==> src/rtl/bnn_weight_streamer_if.sv <==
// Weight byte handshake plus the nibble/strobe load bus that feeds the BNN core.
// The streamer is the slave of the byte handshake and drives the load bus.
interface bnn_weight_streamer_if;
    logic [7:0] in_data;
    logic       in_valid;
    logic       in_ready;
    logic [3:0] load_nibble;
    logic       load_en;

    modport master (
        output in_data,
        output in_valid,
        input  in_ready,
        input  load_nibble,
        input  load_en
    );

    modport slave (
        input  in_data,
        input  in_valid,
        output in_ready,
        output load_nibble,
        output load_en
    );
endinterface

==> src/rtl/bnn_weight_streamer.sv <==
// Serialises weight bytes onto the BNN core's 4-bit load bus, low nibble first, and
// stops after exactly NUM_NEURONS bytes so the core's neuron index stays aligned.
module bnn_weight_streamer #(
    parameter int NUM_NEURONS = 20,
    parameter int GAP_CYCLES  = 0
) (
    input  logic                 clk,
    input  logic                 rst_n,
    input  logic                 ena,
    input  logic                 start,
    input  logic                 abort,
    bnn_weight_streamer_if.slave bus,
    output logic                 busy,
    output logic                 done,
    output logic [4:0]           byte_count
);

    typedef enum logic [2:0] {
        S_IDLE,
        S_FETCH,
        S_LO,
        S_HI,
        S_GAP,
        S_FIN
    } state_e;

    localparam logic [4:0] LastCount = 5'(NUM_NEURONS);
    localparam logic [3:0] GapLast   = 4'(GAP_CYCLES - 1);
    localparam bit         UseGap    = (GAP_CYCLES > 0);

    state_e     state_d, state_q;
    logic [7:0] dataByte_d, dataByte_q;
    logic [4:0] byteCount_d, byteCount_q;
    logic [3:0] gapCount_d, gapCount_q;
    logic [4:0] countInc;

    logic       ready_q;
    logic       loadEn_q;
    logic [3:0] nibble_q;
    logic       busy_q;
    logic       done_q;

    assign countInc = byteCount_q + 5'd1;

    // Abort bypasses ena. Aborting between LO and the end of HI leaves the core holding
    // half a byte; only a core reset recovers from that.
    always_comb begin
        state_d     = state_q;
        dataByte_d  = dataByte_q;
        byteCount_d = byteCount_q;
        gapCount_d  = gapCount_q;
        if (abort) begin
            state_d    = S_IDLE;
            gapCount_d = 4'd0;
        end else if (ena) begin
            case (state_q)
                S_IDLE: begin
                    if (start) begin
                        state_d     = S_FETCH;
                        byteCount_d = 5'd0;
                    end
                end
                S_FETCH: begin
                    if (bus.in_valid) begin
                        dataByte_d = bus.in_data;
                        state_d    = S_LO;
                    end
                end
                S_LO: state_d = S_HI;
                S_HI: begin
                    byteCount_d = countInc;
                    gapCount_d  = 4'd0;
                    if (countInc == LastCount) begin
                        state_d = S_FIN;
                    end else if (UseGap) begin
                        state_d = S_GAP;
                    end else begin
                        state_d = S_FETCH;
                    end
                end
                S_GAP: begin
                    if (gapCount_q == GapLast) begin
                        state_d    = S_FETCH;
                        gapCount_d = 4'd0;
                    end else begin
                        gapCount_d = gapCount_q + 4'd1;
                    end
                end
                S_FIN:   state_d = S_IDLE;
                default: state_d = S_IDLE;
            endcase
        end
    end

    // Outputs are decoded from the next state so they come straight out of flops and
    // line up with the state they describe.
    always_ff @(posedge clk or negedge rst_n) begin
        if (!rst_n) begin
            state_q     <= S_IDLE;
            dataByte_q  <= 8'd0;
            byteCount_q <= 5'd0;
            gapCount_q  <= 4'd0;
            ready_q     <= 1'b0;
            loadEn_q    <= 1'b0;
            nibble_q    <= 4'd0;
            busy_q      <= 1'b0;
            done_q      <= 1'b0;
        end else begin
            state_q     <= state_d;
            dataByte_q  <= dataByte_d;
            byteCount_q <= byteCount_d;
            gapCount_q  <= gapCount_d;
            ready_q     <= (state_d == S_FETCH);
            loadEn_q    <= (state_d == S_LO) || (state_d == S_HI);
            nibble_q    <= (state_d == S_LO) ? dataByte_d[3:0] :
                           (state_d == S_HI) ? dataByte_d[7:4] : 4'd0;
            busy_q      <= (state_d != S_IDLE);
            done_q      <= (state_d == S_FIN);
        end
    end

    assign bus.in_ready    = ready_q;
    assign bus.load_en     = loadEn_q;
    assign bus.load_nibble = nibble_q;
    assign busy            = busy_q;
    assign done            = done_q;
    assign byte_count      = byteCount_q;

endmodule
==> src/flat_wrapper.sv <==
// flat-port wrapper written by rule: the top's interface ports become plain ports
module bnn_weight_streamer_flat 
#(
    parameter int NUM_NEURONS = 20,
    parameter int GAP_CYCLES  = 0
)
  (clk, rst_n, ena, start, abort, busy, done, byte_count, bus_in_data, bus_in_valid, bus_in_ready, bus_load_nibble, bus_load_en);
  bnn_weight_streamer_if bus_i ();
  input  logic clk;
  input  logic rst_n;
  input  logic ena;
  input  logic start;
  input  logic abort;
  output logic busy;
  output logic done;
  output logic [4:0] byte_count;
  input wire logic [$bits(bus_i.in_data)-1:0] bus_in_data;
  input wire logic [$bits(bus_i.in_valid)-1:0] bus_in_valid;
  output wire logic [$bits(bus_i.in_ready)-1:0] bus_in_ready;
  output wire logic [$bits(bus_i.load_nibble)-1:0] bus_load_nibble;
  output wire logic [$bits(bus_i.load_en)-1:0] bus_load_en;
  assign bus_i.in_data = bus_in_data;
  assign bus_i.in_valid = bus_in_valid;
  assign bus_in_ready = bus_i.in_ready;
  assign bus_load_nibble = bus_i.load_nibble;
  assign bus_load_en = bus_i.load_en;
  bnn_weight_streamer #(.NUM_NEURONS(NUM_NEURONS), .GAP_CYCLES(GAP_CYCLES)) u_core (.clk(clk), .rst_n(rst_n), .ena(ena), .start(start), .abort(abort), .bus(bus_i), .busy(busy), .done(done), .byte_count(byte_count));
endmodule
==> config.mk <==
export PLATFORM = sky130hd
export DESIGN_NAME = bnn_weight_streamer_flat
export DESIGN_NICKNAME = d
export VERILOG_FILES = /design/src/rtl/bnn_weight_streamer_if.sv /design/src/rtl/bnn_weight_streamer.sv /design/src/flat_wrapper.sv
export SDC_FILE = /design/constraint.sdc
export NUM_CORES = 1
export LEC_CHECK = 0
export CAP_MARGIN = 20
export CORE_MARGIN = 3
export CORE_UTILIZATION = 40
export DETAILED_ROUTE_END_ITERATION = 12
export PLACE_DENSITY = 0.67
export SYNTH_ARGS = -nofsm -noshare
export SYNTH_HDL_FRONTEND = slang
export SYNTH_SLANG_ARGS = --single-unit
==> constraint.sdc <==
create_clock -name clk -period 2.2 [get_ports clk]
set_clock_uncertainty 0.1 [all_clocks]
set_input_delay 0.44 -clock clk [delete_from_list [all_inputs] [get_ports clk]]
set_output_delay 0.44 -clock clk [all_outputs]
set_load 0.05 [all_outputs]
==> results.md <==
- The flow ran to the end, and the final reports show no timing, DRC or antenna violations.
- STA classifies the critical path endpoint as an output pin.
- The post-synthesis mux area share is 7.64%.
- The xor-xnor portion of the synthesized cell area is 1.27%.
- Summed over all layers, the global routing overflow is 0.
- The worst path arrival time is 1.55 ns.
- For the pin with the worst max-slew slack, the measured transition is 0.508 ns.
- For this block, the routed nets add up to 3.02 mm of wire.
- The initial antenna violation count is 0.
- The routability congestion estimate is 0.767.
- The synthesized-area fraction occupied by and/or/nand/nor cells is 17.7%.
- The number of optimization iterations in the first detailed-route pass is 4.
- During I/O placement, the number of pins put on the boundary was 27.
- The worst slack on hold paths is 0.371 ns.
- For this block, the via count after detailed routing is 1,122.
- The floorplan step defined a die boundary enclosing 4180 um2.
- In the routed design, unresolved DRC markers number 0.
- The cell family contributing the most delay on the critical path is buffers and inverters.
- IR analysis of the VDD net gives a maximum drop of 0.000414 V.
- The via count of the first global-routing pass is 1,169.
- The number of buffers added on ports is 26.
- Entering global routing, the biggest net connects 29 pins.
- The total routing usage reported by global routing is 16.3%.
- The maximum buffer depth of the clock tree is 2.
- The area added between synthesis and finish is 27.3%.
- From left edge to right edge, the die measures 64.7 um.
- Setup slack on the worst reg-to-reg path comes out at 0.22 ns.
- Measured in cells, the most critical reg-to-reg path has a length of 5.
- TritonCTS built the clock tree.
- Static timing analysis puts the maximum clock frequency at 478 MHz.
- The adder and majority gate portion of the synthesized area is 2.73%.
- The insertion delay to the later sink of the worst-skew pair is 0.33 ns.
- The count of routing violations after the opening detailed-route iteration is 65.
- The CTS clock-pin slew for the worst setup and hold paths is 0.14 ns.
- The post-synth design cell area is 1380 um2.
- The area of the placeable core is 3180 um2.
- Max-cap violations in this run came to 0.
- The worst slack at placement is -0.233 ns.
- The final critical-path required period is 2.09 ns.
- Traced cell by cell, the critical path runs through clkdlybuf4s50_1.
- After clock tree synthesis, the setup repair step added 0 buffers.
- Synthesis produced a netlist whose cell count is 133.
- Counting distinct cell types in the post-synthesis netlist gives 38.
- The average instance in the mapped netlist occupies 10.3 um2.
- Once detail routing completed, the nets flagged for antenna violations numbered 0.
- The category of the most critical setup path is flip-flop to output pin.
- The startpoint type of the worst setup path is a flip-flop.
- The diode insertion count for antenna repair is 0.
- The top cell types in the final layout, fill and taps aside, are sky130_fd_sc_hd__dfrtp_1, sky130_fd_sc_hd__clkdlybuf4s50_1, sky130_fd_sc_hd__nand2_1.
- At the end of the flow the core is filled with cells to 55.1%.
- The total design power is 1070 uW.
- After legalization and detailed placement, the total HPWL measured 2.22 mm.
- The worst max-slew margin expressed relative to the limit is 66.0%.
- The final number of hold-violating endpoints was 0.
- The static leakage is 0.000850 uW.
- The filler cell count is 323.
- Summing the sequential cell areas from Yosys gives 50.9% of the chip area.
- The initial utilization of the core area, before any placement, comes to 43.3%.
- Counting every net in the synthesized netlist gives 150.
- In this run the critical register-to-register path is captured at u_core.bus.load_nibble[0]$_DFF_PN0_.
- The library cell contributing the largest single delay on the critical path is sky130_fd_sc_hd__clkdlybuf4s50_1.
- Leaving out fill and tap cells, the most frequent cell in the layout is sky130_fd_sc_hd__dfrtp_1.
- The total number of H-tree levels is 1.
- The finished layout holds 208 standard cells, fillers aside.
- The worst register-to-register path begins at u_core.state_q[2]$_DFF_PN0_.
- Setup violations remaining at the end of the flow were counted as 0.
- After layout, the worst setup slack is 0.108 ns.
- In this run, synthesis produced a sequential element count of 28.
- The wire length of the first global-routing pass is 5.43 mm.
- The required time reported for the critical path endpoint is 1.66 ns.
- The die is 64.7 um tall.
- The ratio of routed vias to standard cells is 5.39.
- The number of cell rows is 20.
- The biggest cell delay along the critical path is 0.82 ns.
- The total buffers and inverters traversed by the critical path is 1.
- After the last flow step, the layout net total stands at 183.
- In this run the worst path has a maximum fanout of 4.
- Summing the areas of all compound-gate instances in the mapped netlist gives 15.9% of the synthesized area.
- The number of clock buffers added by TritonCTS is 3.
- The buffer cell driving the clock tree root is sky130_fd_sc_hd__clkbuf_4.
- The power per unit of standard cell area is 613 nW/um2.
- The fraction of final layout cells with drive strength greater than 1 is 14.6%.
- The class of the most critical hold timing path is input port to asynchronous set/reset pin.
- Counting tap cells, the placed design contains a total of 205 instances.
- The combinational family with the most area after synthesis is simple AND/OR/NAND/NOR gates.
- In this run, post-CTS hold repair placed 0 buffers.
- The final critical-path share of the clock period is 95.1%.
- The Yosys step of the flow raised 0 warnings.
- The count of final max-slew check failures is 0.
- The clock net in this run drives a total of 28 sinks.
- The routed wire length per instance is 14.5 um.
- Setup repair after global routing left no endpoint under its margin.
## worst max path at each step
| stage | cells after the start | from | slack, ns | to |
|---|---|---|---|---|
| 2_1_floorplan | 6 | u_core.byte_count[0]$_DFFE_PN0P_ | 0.1 | u_core.done$_DFF_PN0_ |
| 3_3_place_gp | 7 | ena | -0.17 | u_core.bus.load_nibble[2]$_DFF_PN0_ |
| 3_5_place_dp | 7 | ena | -0.23 | u_core.bus.load_nibble[0]$_DFF_PN0_ |
| 4_1_cts | 1 | u_core.byte_count[0]$_DFFE_PN0P_ | 0.001 | byte_count[0] |
| 5_1_grt | 1 | u_core.byte_count[4]$_DFFE_PN0P_ | 0.04 | byte_count[4] |
| 6_report | 1 | u_core.byte_count[4]$_DFFE_PN0P_ | 0.11 | byte_count[4] |
## stage by stage
stage,cell area (um2),setup TNS (ns)
final,1750,0
after global routing,1750,0
after CTS,1740,0
after detailed placement,1720,-0.915
after global placement,1720,-0.641
after floorplan,1380,0
## state kept, by name (all words and copies together) (netlist names)
name	cells
u_core.byte_count	5
u_core.state_q	3
u_core.bus.load_en	1
u_core.bus.load_nibble	4
u_core.gapCount_q	4
u_core.bus.in_ready	1
u_core.done	1
u_core.busy	1
u_core.dataByte_q	8
## report_power, final
part | switching [uW] | total [uW] | internal (uW)
logic | 138 | 265 | 127
registers | 24.9 | 598 | 573
clock network | 146 | 211 | 64.4
## synth_stat cells
| master | n | area share (%) |
|---|---|---|
| sky130_fd_sc_hd__o22ai_2 | 1 | 0.91 |
| sky130_fd_sc_hd__nand4b_1 | 1 | 0.64 |
| sky130_fd_sc_hd__nand3b_1 | 1 | 0.55 |
| sky130_fd_sc_hd__buf_2 | 3 | 1.1 |
| sky130_fd_sc_hd__a21o_1 | 2 | 1.1 |
| sky130_fd_sc_hd__inv_1 | 5 | 1.4 |
| sky130_fd_sc_hd__or4_1 | 1 | 0.55 |
| sky130_fd_sc_hd__nand2_1 | 13 | 3.5 |
| sky130_fd_sc_hd__o21ai_0 | 8 | 2.9 |
| sky130_fd_sc_hd__clkbuf_1 | 2 | 0.55 |
| sky130_fd_sc_hd__xor2_1 | 2 | 1.3 |
| sky130_fd_sc_hd__nor3_1 | 2 | 0.73 |
| sky130_fd_sc_hd__nor3b_2 | 1 | 0.91 |
| sky130_fd_sc_hd__a21oi_1 | 7 | 2.5 |
| sky130_fd_sc_hd__ha_1 | 3 | 2.7 |
| sky130_fd_sc_hd__o31ai_1 | 1 | 0.55 |
| sky130_fd_sc_hd__o41ai_1 | 1 | 0.64 |
| sky130_fd_sc_hd__or3_1 | 2 | 0.91 |
| sky130_fd_sc_hd__and2_1 | 1 | 0.45 |
| sky130_fd_sc_hd__buf_6 | 1 | 0.82 |
| sky130_fd_sc_hd__o22ai_1 | 1 | 0.45 |
| sky130_fd_sc_hd__nor2_1 | 10 | 2.7 |
| sky130_fd_sc_hd__or2_2 | 1 | 0.45 |
| sky130_fd_sc_hd__a41o_1 | 1 | 0.73 |
| sky130_fd_sc_hd__o21bai_1 | 5 | 2.7 |
| sky130_fd_sc_hd__nor2b_1 | 1 | 0.45 |
| sky130_fd_sc_hd__nor3b_1 | 1 | 0.55 |
| sky130_fd_sc_hd__dfrtp_1 | 28 | 51 |
| sky130_fd_sc_hd__a32oi_1 | 1 | 0.64 |
| sky130_fd_sc_hd__mux2_2 | 4 | 3.3 |
| sky130_fd_sc_hd__a21bo_2 | 1 | 0.73 |
| sky130_fd_sc_hd__mux2_4 | 4 | 4.4 |
| sky130_fd_sc_hd__and3_1 | 1 | 0.45 |
| sky130_fd_sc_hd__nand3_1 | 7 | 2.5 |
| sky130_fd_sc_hd__or2_0 | 1 | 0.45 |
| sky130_fd_sc_hd__nand2b_1 | 4 | 1.8 |
| sky130_fd_sc_hd__a22o_1 | 1 | 0.64 |
| sky130_fd_sc_hd__a31oi_1 | 3 | 1.4 |
## routing by layer
metal / part of all wire, % / vias to the layer above / GRT usage (%)
li1: - / 535 / -
met1: 47 / 565 / 21.5
met2: 48 / 17 / 27.3
met3: 4.1 / 5 / 4.33
met4: 0.63 / 0 / 2.37
met5: 0 / - / 0
## timing repair
item                                    in CTS  in global routing
resized for setup                            1                  4
hold endpoints to repair                     0                  0
endpoints found under the setup margin       1                  4
## cell type report
class	instances	area, um2	area share (%)
multi-input cells	94	628	35.9
inverters	5	18.8	1.07
well taps	44	55.1	3.14
repair buffers	34	327	18.6
clock buffers	3	22.5	1.29
flip-flops and latches	28	701	40.0
## logic make-up (layout without fill, tap and decap cells)
logic type      after synthesis  count (layout)
mux                           8               8
flops                        28              28
compound gates               33              33
xor+xnor                      2               2
fa+ha+maj                     3               3
buf+inv                      11              42
simple gates                 48              48
(Power assumes the default switching activity.)
